==> src/rtl/tile_pkg.sv <==
// Shared constants and encodings for the tile fetch path between the pixel
// pipeline requesters and the tile_data ROM.
package tile_pkg;

  localparam int TILE_NO_W = 4;
  localparam int TILE_XY_W = 2;
  localparam int MIRROR_W  = 2;
  localparam int RGB_W     = 24;

  localparam logic [MIRROR_W-1:0] MIRROR_NO = 2'd0;
  localparam logic [MIRROR_W-1:0] MIRROR_H  = 2'd1;
  localparam logic [MIRROR_W-1:0] MIRROR_V  = 2'd2;
  localparam logic [MIRROR_W-1:0] MIRROR_VH = 2'd3;

  typedef enum logic [1:0] {
    ST_IDLE  = 2'd0,
    ST_ISSUE = 2'd1,
    ST_WAIT  = 2'd2
  } state_e;

endpackage

==> src/rtl/tile_fetch_arbiter_rr_pick.sv <==
// Combinational round-robin picker: returns the first eligible index strictly
// after the pointer, wrapping around.
module rr_pick #(
  parameter int N  = 3,
  parameter int IW = (N > 1) ? $clog2(N) : 1
) (
  input  logic [N-1:0]  i_eligible,
  input  logic [IW-1:0] i_ptr,
  output logic          o_found,
  output logic [IW-1:0] o_index
);

  function automatic logic [IW-1:0] wrap_idx(input logic [IW-1:0] p, input int off);
    int s;
    s = (int'(p) + off) % N;
    return IW'(s);
  endfunction

  // Scan farthest-first so the nearest eligible index after the pointer wins.
  always_comb begin
    o_found = 1'b0;
    o_index = {IW{1'b0}};
    for (int i = N; i >= 1; i--) begin
      o_found = o_found | i_eligible[wrap_idx(i_ptr, i)];
      o_index = i_eligible[wrap_idx(i_ptr, i)] ? wrap_idx(i_ptr, i) : o_index;
    end
  end

endmodule

==> src/rtl/tile_fetch_arbiter.sv <==
// Round-robin arbiter sharing one tile_data read path; one outstanding fetch,
// IDLE->ISSUE->WAIT, one-hot ack with RGB, and a WAIT timeout that acks with error.
module tile_fetch_arbiter
  import tile_pkg::*;
#(
  parameter int NUM_REQ = 3,
  parameter int TIMEOUT = 16
) (
  input  logic                          i_clk,
  input  logic                          i_rst_n,
  input  logic [NUM_REQ-1:0]            i_req,
  input  logic [NUM_REQ*TILE_NO_W-1:0]  i_req_tile_no,
  input  logic [NUM_REQ*TILE_XY_W-1:0]  i_req_tile_x,
  input  logic [NUM_REQ*TILE_XY_W-1:0]  i_req_tile_y,
  input  logic [NUM_REQ*MIRROR_W-1:0]   i_req_mirror,
  output logic [NUM_REQ-1:0]            o_ack,
  output logic [RGB_W-1:0]              o_rgb_data,
  output logic                          o_err,
  output logic [TILE_NO_W-1:0]          o_tile_no,
  output logic [TILE_XY_W-1:0]          o_tile_x,
  output logic [TILE_XY_W-1:0]          o_tile_y,
  output logic [MIRROR_W-1:0]           o_mirror,
  output logic                          o_tile_read,
  input  logic [RGB_W-1:0]              i_tile_rgb,
  input  logic                          i_tile_valid
);

  localparam int IDX_W = (NUM_REQ > 1) ? $clog2(NUM_REQ) : 1;
  localparam int CNT_W = $clog2(TIMEOUT);

  state_e                 state_q, state_d;
  logic [IDX_W-1:0]       ptr_q, ptr_d;
  logic [IDX_W-1:0]       grant_q, grant_d;
  logic [CNT_W-1:0]       cnt_q, cnt_d;
  logic [TILE_NO_W-1:0]   tile_no_q, tile_no_d;
  logic [TILE_XY_W-1:0]   tile_x_q, tile_x_d;
  logic [TILE_XY_W-1:0]   tile_y_q, tile_y_d;
  logic [MIRROR_W-1:0]    mirror_q, mirror_d;
  logic [RGB_W-1:0]       rgb_q, rgb_d;
  logic [NUM_REQ-1:0]     ack_q, ack_d;
  logic                   err_q, err_d;
  logic                   tile_read_q, tile_read_d;

  logic [NUM_REQ-1:0]     eligible_s;
  logic                   pick_found_s;
  logic [IDX_W-1:0]       pick_idx_s;
  logic [TILE_NO_W-1:0]   req_tile_no_s [NUM_REQ];
  logic [TILE_XY_W-1:0]   req_tile_x_s  [NUM_REQ];
  logic [TILE_XY_W-1:0]   req_tile_y_s  [NUM_REQ];
  logic [MIRROR_W-1:0]    req_mirror_s  [NUM_REQ];

  function automatic logic [NUM_REQ-1:0] onehot(input logic [IDX_W-1:0] idx);
    logic [NUM_REQ-1:0] v;
    v      = {NUM_REQ{1'b0}};
    v[idx] = 1'b1;
    return v;
  endfunction

  for (genvar g = 0; g < NUM_REQ; g++) begin : g_unpack
    assign req_tile_no_s[g] = i_req_tile_no[g*TILE_NO_W +: TILE_NO_W];
    assign req_tile_x_s[g]  = i_req_tile_x[g*TILE_XY_W +: TILE_XY_W];
    assign req_tile_y_s[g]  = i_req_tile_y[g*TILE_XY_W +: TILE_XY_W];
    assign req_mirror_s[g]  = i_req_mirror[g*MIRROR_W +: MIRROR_W];
  end

  // The requester being acked this cycle cannot win again until next cycle.
  assign eligible_s = i_req & ~ack_q;

  rr_pick #(.N(NUM_REQ), .IW(IDX_W)) u_rr_pick (
    .i_eligible (eligible_s),
    .i_ptr      (ptr_q),
    .o_found    (pick_found_s),
    .o_index    (pick_idx_s)
  );

  // Next-state, field capture, timeout count and registered-output values.
  always_comb begin
    state_d     = state_q;
    ptr_d       = ptr_q;
    grant_d     = grant_q;
    cnt_d       = cnt_q;
    tile_no_d   = tile_no_q;
    tile_x_d    = tile_x_q;
    tile_y_d    = tile_y_q;
    mirror_d    = mirror_q;
    rgb_d       = rgb_q;
    ack_d       = {NUM_REQ{1'b0}};
    err_d       = 1'b0;
    tile_read_d = 1'b0;
    case (state_q)
      ST_IDLE: begin
        if (pick_found_s) begin
          grant_d     = pick_idx_s;
          ptr_d       = pick_idx_s;
          tile_no_d   = req_tile_no_s[pick_idx_s];
          tile_x_d    = req_tile_x_s[pick_idx_s];
          tile_y_d    = req_tile_y_s[pick_idx_s];
          mirror_d    = req_mirror_s[pick_idx_s];
          tile_read_d = 1'b1;
          state_d     = ST_ISSUE;
        end else begin
          state_d = ST_IDLE;
        end
      end
      ST_ISSUE: begin
        cnt_d = {CNT_W{1'b0}};
        if (i_tile_valid) begin
          rgb_d   = i_tile_rgb;
          ack_d   = onehot(grant_q);
          state_d = ST_IDLE;
        end else begin
          state_d = ST_WAIT;
        end
      end
      ST_WAIT: begin
        // Valid takes priority over a timeout landing in the same cycle.
        if (i_tile_valid) begin
          rgb_d   = i_tile_rgb;
          ack_d   = onehot(grant_q);
          state_d = ST_IDLE;
        end else if (cnt_q == CNT_W'(TIMEOUT - 1)) begin
          rgb_d   = {RGB_W{1'b0}};
          ack_d   = onehot(grant_q);
          err_d   = 1'b1;
          state_d = ST_IDLE;
        end else begin
          cnt_d = cnt_q + {{(CNT_W-1){1'b0}}, 1'b1};
        end
      end
      default: begin
        state_d = ST_IDLE;
      end
    endcase
  end

  // State and output registers with synchronous active-low reset.
  always_ff @(posedge i_clk) begin
    if (!i_rst_n) begin
      state_q     <= ST_IDLE;
      ptr_q       <= IDX_W'(NUM_REQ - 1);
      grant_q     <= {IDX_W{1'b0}};
      cnt_q       <= {CNT_W{1'b0}};
      tile_no_q   <= {TILE_NO_W{1'b0}};
      tile_x_q    <= {TILE_XY_W{1'b0}};
      tile_y_q    <= {TILE_XY_W{1'b0}};
      mirror_q    <= MIRROR_NO;
      rgb_q       <= {RGB_W{1'b0}};
      ack_q       <= {NUM_REQ{1'b0}};
      err_q       <= 1'b0;
      tile_read_q <= 1'b0;
    end else begin
      state_q     <= state_d;
      ptr_q       <= ptr_d;
      grant_q     <= grant_d;
      cnt_q       <= cnt_d;
      tile_no_q   <= tile_no_d;
      tile_x_q    <= tile_x_d;
      tile_y_q    <= tile_y_d;
      mirror_q    <= mirror_d;
      rgb_q       <= rgb_d;
      ack_q       <= ack_d;
      err_q       <= err_d;
      tile_read_q <= tile_read_d;
    end
  end

  assign o_ack       = ack_q;
  assign o_err       = err_q;
  assign o_rgb_data  = rgb_q;
  assign o_tile_no   = tile_no_q;
  assign o_tile_x    = tile_x_q;
  assign o_tile_y    = tile_y_q;
  assign o_mirror    = mirror_q;
  assign o_tile_read = tile_read_q;

endmodule
==> config.mk <==
export PLATFORM = sky130hd
export DESIGN_NAME = tile_fetch_arbiter
export DESIGN_NICKNAME = d
export VERILOG_FILES = /design/src/rtl/tile_pkg.sv /design/src/rtl/tile_fetch_arbiter_rr_pick.sv /design/src/rtl/tile_fetch_arbiter.sv
export SDC_FILE = /design/constraint.sdc
export NUM_CORES = 1
export LEC_CHECK = 0
export BUFFER_PORTS_ARGS = -buffer_cell sky130_fd_sc_hd__clkbuf_2
export CORE_MARGIN = 8
export CORE_UTILIZATION = 35
export CTS_CLUSTER_DIAMETER = 120
export DETAILED_ROUTE_END_ITERATION = 8
export PLACE_DENSITY = 0.65
export SLEW_MARGIN = 10
export SYNTH_ARGS = -nofsm -noshare
export SYNTH_HDL_FRONTEND = slang
export SYNTH_HIERARCHICAL = 1
export SYNTH_SLANG_ARGS = --single-unit
==> constraint.sdc <==
create_clock -name i_clk -period 3.2 [get_ports i_clk]
set_input_delay 0.64 -clock i_clk [delete_from_list [all_inputs] [get_ports i_clk]]
set_output_delay 0.64 -clock i_clk [all_outputs]
set_load 0.03 [all_outputs]
# Yosys cells after proc, flatten, opt, wreduce, memory -nomap -nowiden
# Cells that the tools add are included.
dict set report word_totals {
  ff_bits 49
  in_bits 60
  word_cells 88
  output_inout_bits 39
}
dict set report classes {
  magnitude_cmp 6
  div_mod_pow 3
  n_bitwise 7
  n_reduce_logical 8
  mux 41
  n_eq_ne 7
  addsub 4
}
# cell count
set ops {}
lappend ops {{32-bit by 3-bit modulo with 32-bit output (second input constant)} 3}
lappend ops {{24-bit two-way mux} 3}
lappend ops {{24-bit case mux with 2 select lines} 1}
lappend ops {{2-bit two-way mux} 12}
lappend ops {{4-bit two-way mux} 4}
lappend ops {{2-bit binary-select mux with 2-bit select} 3}
lappend ops {{2-bit by 3-bit < comparator with 1-bit output (second input constant)} 4}
lappend ops {{3-bit two-way mux} 3}
lappend ops {{4-bit binary-select mux with 2-bit select} 1}
lappend ops {{4-bit case mux with 2 select lines} 1}
lappend ops {{1-bit two-way mux} 7}
lappend ops {{2-bit by 2-bit adder with 3-bit output (second input constant)} 2}
lappend ops {{1-bit binary-select mux with 2-bit select} 3}
lappend ops {{2-bit != test (second input constant)} 3}
lappend ops {{2-bit case mux with 3 select lines} 1}
lappend ops {{3-bit case mux with 2 select lines} 1}
lappend ops {{3-bit AND reduction} 2}
lappend ops {{4-bit by 1-bit adder with 4-bit output (second input constant)} 1}
lappend ops {{4-bit equality test (second input constant)} 1}
lappend ops {{2-bit AND reduction} 2}
lappend ops {{2-bit by 1-bit adder with 3-bit output (second input constant)} 1}
lappend ops {{3-bit AND} 1}
lappend ops {{3-bit >= comparator (second input constant)} 1}
lappend ops {{3-bit != test (second input constant)} 1}
lappend ops {{12 further kinds} 14}

# Logic depth before layout (Yosys ltp)
dict set report depth {
  ltp_word 11
  mapped_depth 9
  ltp_nobuf 8
}

# Hierarchy
# Netlist, hierarchy kept.
# mod seq_area_each_um2 area_per_inst_um2 instances cells_per_inst
set by_module_without_submodules {}
lappend by_module_without_submodules {tile_fetch_arbiter 960.9 2289.7 1 237}
lappend by_module_without_submodules {rr_pick 0.0 191.4 1 27}

# Worst setup path before layout
# OpenSTA, ideal clock, no wires.
dict set report synth_timing {
  kind {register -> register}
  start {register ptr_q[0]}
  end {register mirror_q[1] (netlist: o_mirror[1])}
  t_arrival_ns 2.160
  slack_ns 0.908
  setup_time_ns 0.133
  synth_period_minus_slack_ns 2.292
  path_stages_with_launch 10
  t_required_ns 3.067
  path_buffers 1
  cell_sequence {dfxtp_1 -> inv_1 -> ha_1 -> or2_4 -> o2bb2ai_1 -> a21oi_1 -> buf_2 -> mux2i_1 -> a2bb2oi_1 -> a21oi_1}
}
dict set report synth_between {
  elab_chain_len 11
  elab_cells_between_ends 22
  cone_classes {add/sub (3); div (3); mux (12); bitwise (3); reduce/logical (1)}
}
# item line
set synth_lines {}
lappend synth_lines {{start, declared} tile_fetch_arbiter.sv:32} ;# logic [IDX_W-1:0] ptr_q, ptr_d;
lappend synth_lines {{start signal, assigned} tile_fetch_arbiter.sv:140} ;# ptr_q <= IDX_W'(NUM_REQ - 1);
lappend synth_lines {{start signal, assigned} tile_fetch_arbiter.sv:153} ;# ptr_q <= ptr_d;
lappend synth_lines {{2-bit by 2-bit adder with 3-bit output} tile_fetch_arbiter_rr_pick.sv:15} ;# s = (int'(p) + off) % N;
lappend synth_lines {{32-bit by 3-bit modulo with 32-bit output} tile_fetch_arbiter_rr_pick.sv:15}
lappend synth_lines {{1-bit binary-select mux with 2-bit select} tile_fetch_arbiter_rr_pick.sv:25} ;# o_index = i_eligible[wrap_idx(i_ptr, i)] ? wrap_idx(i_ptr, i) : o_index;
lappend synth_lines {{1-bit two-way mux (not written as such)} tile_fetch_arbiter_rr_pick.sv:25}
lappend synth_lines {{2-bit two-way mux (2 in a row)} tile_fetch_arbiter_rr_pick.sv:25}
lappend synth_lines {{2-bit two-way mux (*)} tile_fetch_arbiter_rr_pick.sv:25}
lappend synth_lines {{named net pick_idx_s[1]} tile_fetch_arbiter.sv:46} ;# logic [IDX_W-1:0] pick_idx_s;
lappend synth_lines {{2-bit inverter with 3-bit output (not written as such) (*)} tile_fetch_arbiter.sv:98} ;# mirror_d = req_mirror_s[pick_idx_s];
lappend synth_lines {{2-bit binary-select mux with 2-bit select (*)} tile_fetch_arbiter.sv:98}
lappend synth_lines {{2-bit two-way mux (not written as such) (*) (2 in a row)} tile_fetch_arbiter.sv:98}
lappend synth_lines {{end signal, assigned} tile_fetch_arbiter.sv:159} ;# mirror_q <= mirror_d;
lappend synth_lines {{end, declared} tile_fetch_arbiter.sv:38} ;# logic [MIRROR_W-1:0] mirror_q, mirror_d;
# The timed path passes the listed nets; every way through them passes the cells marked *. The select of a mux whose other input is x is not followed.
# A chain may end at the register's enable or synchronous reset.

# Worst setup path after layout
dict set report layout_timing {
  start {register ptr_q[0]}
  end {register tile_x_q[1] (netlist: o_tile_x[1])}
}
dict set report layout_between {
  elab_cells_between_ends 22
  cone_classes {add/sub (3); div (3); mux (12); bitwise (3); reduce/logical (1)}
}
# item line
set layout_lines {}
lappend layout_lines {{2-bit by 2-bit adder with 3-bit output} tile_fetch_arbiter_rr_pick.sv:15}
lappend layout_lines {{32-bit by 3-bit modulo with 32-bit output} tile_fetch_arbiter_rr_pick.sv:15}
lappend layout_lines {{1-bit binary-select mux with 2-bit select} tile_fetch_arbiter_rr_pick.sv:24} ;# o_found = o_found | i_eligible[wrap_idx(i_ptr, i)];
lappend layout_lines {{1-bit two-way mux (not written as such)} tile_fetch_arbiter_rr_pick.sv:24}
lappend layout_lines {{1-bit bitwise OR} tile_fetch_arbiter_rr_pick.sv:24}
lappend layout_lines {{1-bit bitwise OR (*)} tile_fetch_arbiter_rr_pick.sv:24}
lappend layout_lines {{named net pick_found_s} tile_fetch_arbiter.sv:45} ;# logic pick_found_s;
lappend layout_lines {{2-bit AND reduction (no line) (*)} --}
lappend layout_lines {{end signal, assigned} tile_fetch_arbiter.sv:144} ;# tile_x_q <= {TILE_XY_W{1'b0}};
lappend layout_lines {{end signal, assigned} tile_fetch_arbiter.sv:157} ;# tile_x_q <= tile_x_d;
lappend layout_lines {{end, declared} tile_fetch_arbiter.sv:36} ;# logic [TILE_XY_W-1:0] tile_x_q, tile_x_d;
# Marked as above.

==> impl_summary.txt <==
----------------------------------------------------
[Outcome]
  Result of the run ... completed

[Logic synthesis]
  Sequential fraction of the synthesis area ... 0.387
  Area share of the largest cell type after synthesis ... 0.387
  Total of warnings raised by yosys ... 6
  Top cells by area in the synthesized netlist ... sky130_fd_sc_hd__dfxtp_1, sky130_fd_sc_hd__nand3b_1, sky130_fd_sc_hd__a22oi_1, sky130_fd_sc_hd__a21boi_0, sky130_fd_sc_hd__mux2i_1
  Post-synthesis instance total ... 264
  Share of the synthesized area in compound gates (AO/OA/AOI/OAI) ... 0.274
  Post-Syn Area ... 0.00248 sq mm
  Adder-cell area share of the yosys netlist ... 0.0403
  Most instantiated flip-flop cell in the synthesis netlist ... sky130_fd_sc_hd__dfxtp_1
  Mean instance size in the synthesized netlist ... 9.40 sq um
  Share of flip-flops with an asynchronous set or reset after synthesis ... 0
  Synth area leader ... sky130_fd_sc_hd__dfxtp_1
  Most repeated cell in the gate-level netlist after synthesis ... sky130_fd_sc_hd__dfxtp_1
  Total of flip-flops plus latches after synthesis ... 48
  Leading cell types by count after synthesis ... sky130_fd_sc_hd__dfxtp_1, sky130_fd_sc_hd__nand3b_1, sky130_fd_sc_hd__a22oi_1, sky130_fd_sc_hd__a21boi_0, sky130_fd_sc_hd__mux2i_1
  Xor/xnor share of the synthesized area ... 0
  Number of enable flip-flop cells after synthesis ... 0
  Post-synthesis simple-gate area fraction ... 0.187
  Multiplexer share of the synthesized area ... 0.0645
  Library cells used by synthesis ... 40
  Post-synthesis net count ... 332
  Main combinational cell family by area after synthesis ... compound AO/OA/AOI/OAI gates

[Route]
  Count of nets left with antenna violations after detail routing ... 0
  Wire length per cell ... 15.1 um
  Detailed-routing iteration count for the pre-antenna-repair pass ... 4
  Violation count after the first detailed-route iteration ... 95
  Vias per Instance ... 5.06
  Overall routed net length ... 6760 um
  Total vias in the final route ... 2,274
  Post-route DRC ... 0

[CTS]
  Maximum clock insertion buffer count ... 2
  Skew-Pair Late Insertion Delay ... 0.30 ns
  CTS Sinks ... 48
  Clock tree from TritonCTS ... yes
  Total CTS buffers ... 5
  Hold-fix buffer count after cts ... 0
  PostCTS Resize Cnt ... 0
  Count of buffers added by post-CTS timing repair for setup ... 0
  Max H-tree Level ... 2
  Clock-pin slew on the worst setup and hold paths ... 0.09 ns
  Clock tree root buffer cell ... sky130_fd_sc_hd__clkbuf_8

[STA]
  Highest clock frequency the design can meet ... 401 MHz
  PnR worst setup slack ... 0.703 ns
  Total Neg Setup Slack ... 0 ns
  Least-Margin Pin Slew ... 1.11 ns
  Final count of pins violating max slew ... 0
  Final setup violating endpoints ... 0
  Fin. Hold Viols ... 0
  RSZ-0062 raised after global routing ... false
  Worst clock skew ... 0.00796 ns
  Worst rel slew slack ... 0.256
  Final worst path period need ... 2.50 ns
  Fin crit share ... 0.780

[Worst setup path]
  CP Cell Sequence ... inv_1 > ha_1 > or2_4 > a21o_1 > a211o_1 > and2_1 > o21ai_0 > a21oi_1
  Crit Path Max Fanout ... 22
  Launch point of the worst path ... ptr_q[0]$_SDFFE_PN0N_
  Arrival @ worst endpoint ... 2.65 ns
  Dominant delay contributor by cell family on the critical path ... compound AO/OA/AOI/OAI gates
  Max incr delay on CP ... 0.45 ns
  Worst Setup Path Type ... flip-flop to flip-flop
  Critical path endpoint category ... flip-flop
  Reg-to-reg critical path startpoint ... ptr_q[0]$_SDFFE_PN0N_
  Crit start category ... flip-flop
  Worst Path Buf+Inv ... 1
  Slowest-stage cell, CP ... sky130_fd_sc_hd__dfxtp_1
  Worst EP required ... 3.36 ns

[Floorplanning]
  Core Rows ... 30
  Floorplan Core Area ... 0.00683 sq mm
  Full die area ... 0.0100 sq mm
  Effective utilization at floorplan ... 0.363
  Vertical extent of the die ... 100 um
  Number of top-level pins ... 99
  Chip Width ... 100 um

[Global route]
  Number of global-route vias before repair ... 2,374
  Global-route wire length before repair ... 11,200 um
  Global-route congestion overflow total ... 0
  Number of antenna violations at the first check in global routing ... 0
  Global router's overall resource usage ... 0.134
  Maximum number of pins on one net before global-route repair ... 31

[Layout]
  Layout Utilization ... 0.454
  Final instance area ... 0.00310 sq mm
  Final Instance Count excl. Fillers ... 449
  Layout cell share with drive strength beyond 1 ... 0.340
  # nets final ... 421
  Area growth syn-to-layout ... 25.0%
  Antenna diodes ... 0

[Place]
  Pre-CTS WS ... 0.694 ns
  Total instance count after detailed placement ... 442
  Final GP Congestion ... 0.840
  IO buf count ... 98
  Placed wire-length estimate after detailed placement ... 4880 um
  Standard cell area after detailed placement ... 0.00302 sq mm

[Power and ir drop]
  P per Cell Area ... 771 mW/mm^2
  Leak Pwr ... 1.33 nW
  VDD IR-drop max ... 293 uV

[Run]
  Max capacitance violation total ... 0

[Worst hold path]
  Startpoint of the most critical hold path ... state_q[1]$_SDFFE_PN0P_
  Class of the most critical hold timing path ... flip-flop to flip-flop

----------------------------------------------------
[registers in the layout, indices dropped and copies added, names as in the netlist]
name	cells
o_tile_y	2
grant_q	1
o_rgb_data	24
state_q	2
o_ack	3
o_tile_read	1
o_err	1
o_tile_x	2
ptr_q	2
o_tile_no	4
cnt_q	4
o_mirror	2
[worst paths after layout]
check	endpoint	slack, ns	cells past startpoint
setup / recovery	o_tile_x[1]$_SDFFE_PN0N_	0.70	8
hold / removal	state_q[1]$_SDFFE_PN0P_	0.49	2
setup reg to reg	o_tile_x[1]$_SDFFE_PN0N_	0.70	8
hold reg to reg	state_q[1]$_SDFFE_PN0P_	0.49	2
[worst register-to-register path: stages (launching register included)]
cell,delay [ns]
sky130_fd_sc_hd__dfxtp_1,0.45
sky130_fd_sc_hd__inv_1,0.10
sky130_fd_sc_hd__ha_1,0.39
sky130_fd_sc_hd__or2_4,0.28
sky130_fd_sc_hd__a21o_1,0.16
sky130_fd_sc_hd__a211o_1,0.31
sky130_fd_sc_hd__and2_1,0.37
sky130_fd_sc_hd__o21ai_0,0.24
sky130_fd_sc_hd__a21oi_1,0.07
[per-stage QoR]
step / hold WS (ns) / power, W
global placement: 0.464 / 0.00204
CTS: 0.488 / 0.00242
finish: 0.490 / 0.00239
floorplan: 0.443 / 0.00175
detailed placement: 0.475 / 0.00207
global route: 0.510 / 0.00257
[final cells by class]
class,instances,area [sq um]
sequential,48,961
multi-input combinational,191,1400
tap,96,120
timing repair buffer,102,520
fill,714,3730
inverter,5,18.8
clock buffer,6,72.6
clock inverter,1,5.00
[layout by cell type (no fill, tap or decap), drive strengths merged, types with 2 or more instances in the layout]
cell type	Yosys	final
clkbuf	10	104
dfxtp	48	48
a21boi	26	26
nand3b	25	25
a22oi	24	24
mux2i	16	16
nand2	15	15
a21oi	14	14
o21ai	13	13
a2bb2oi	10	10
ha	8	8
nor2b	7	7
inv	5	5
nand3	5	5
buf	10	4
nor3b	3	3
nor2	3	3
and2	2	2
and4b	2	2
nor3	2	2
[logic make-up after synthesis]
group / after synthesis
AOI/OAI and AO/OA: 96
buffers and inverters: 25
adders and majority gates: 8
DFF: 48
muxes: 16
and+or+nand+nor: 71
[power by group]
part / total, W / switching [W] / internal [W] / leakage [nW]
registers: 0.000851 / 0.000101 / 0.000750 / 0.393
logic: 0.00120 / 0.000752 / 0.000445 / 0.897
clock network: 0.000342 / 0.000193 / 0.000149 / 0.0410
total: 0.00239 / 0.00105 / 0.00134 / 1.33
[metal layers]
metal / global-route usage / wire length, um / vias to the layer above
li1: - / - / 1154
met1: 0.152 / 2920 / 1036
met2: 0.216 / 3020 / 78
met3: 0.0713 / 770 / 6
met4: 0.0302 / 51 / 0
met5: 0 / 0 / -
Note: power is estimated with default switching activity, not from simulation.
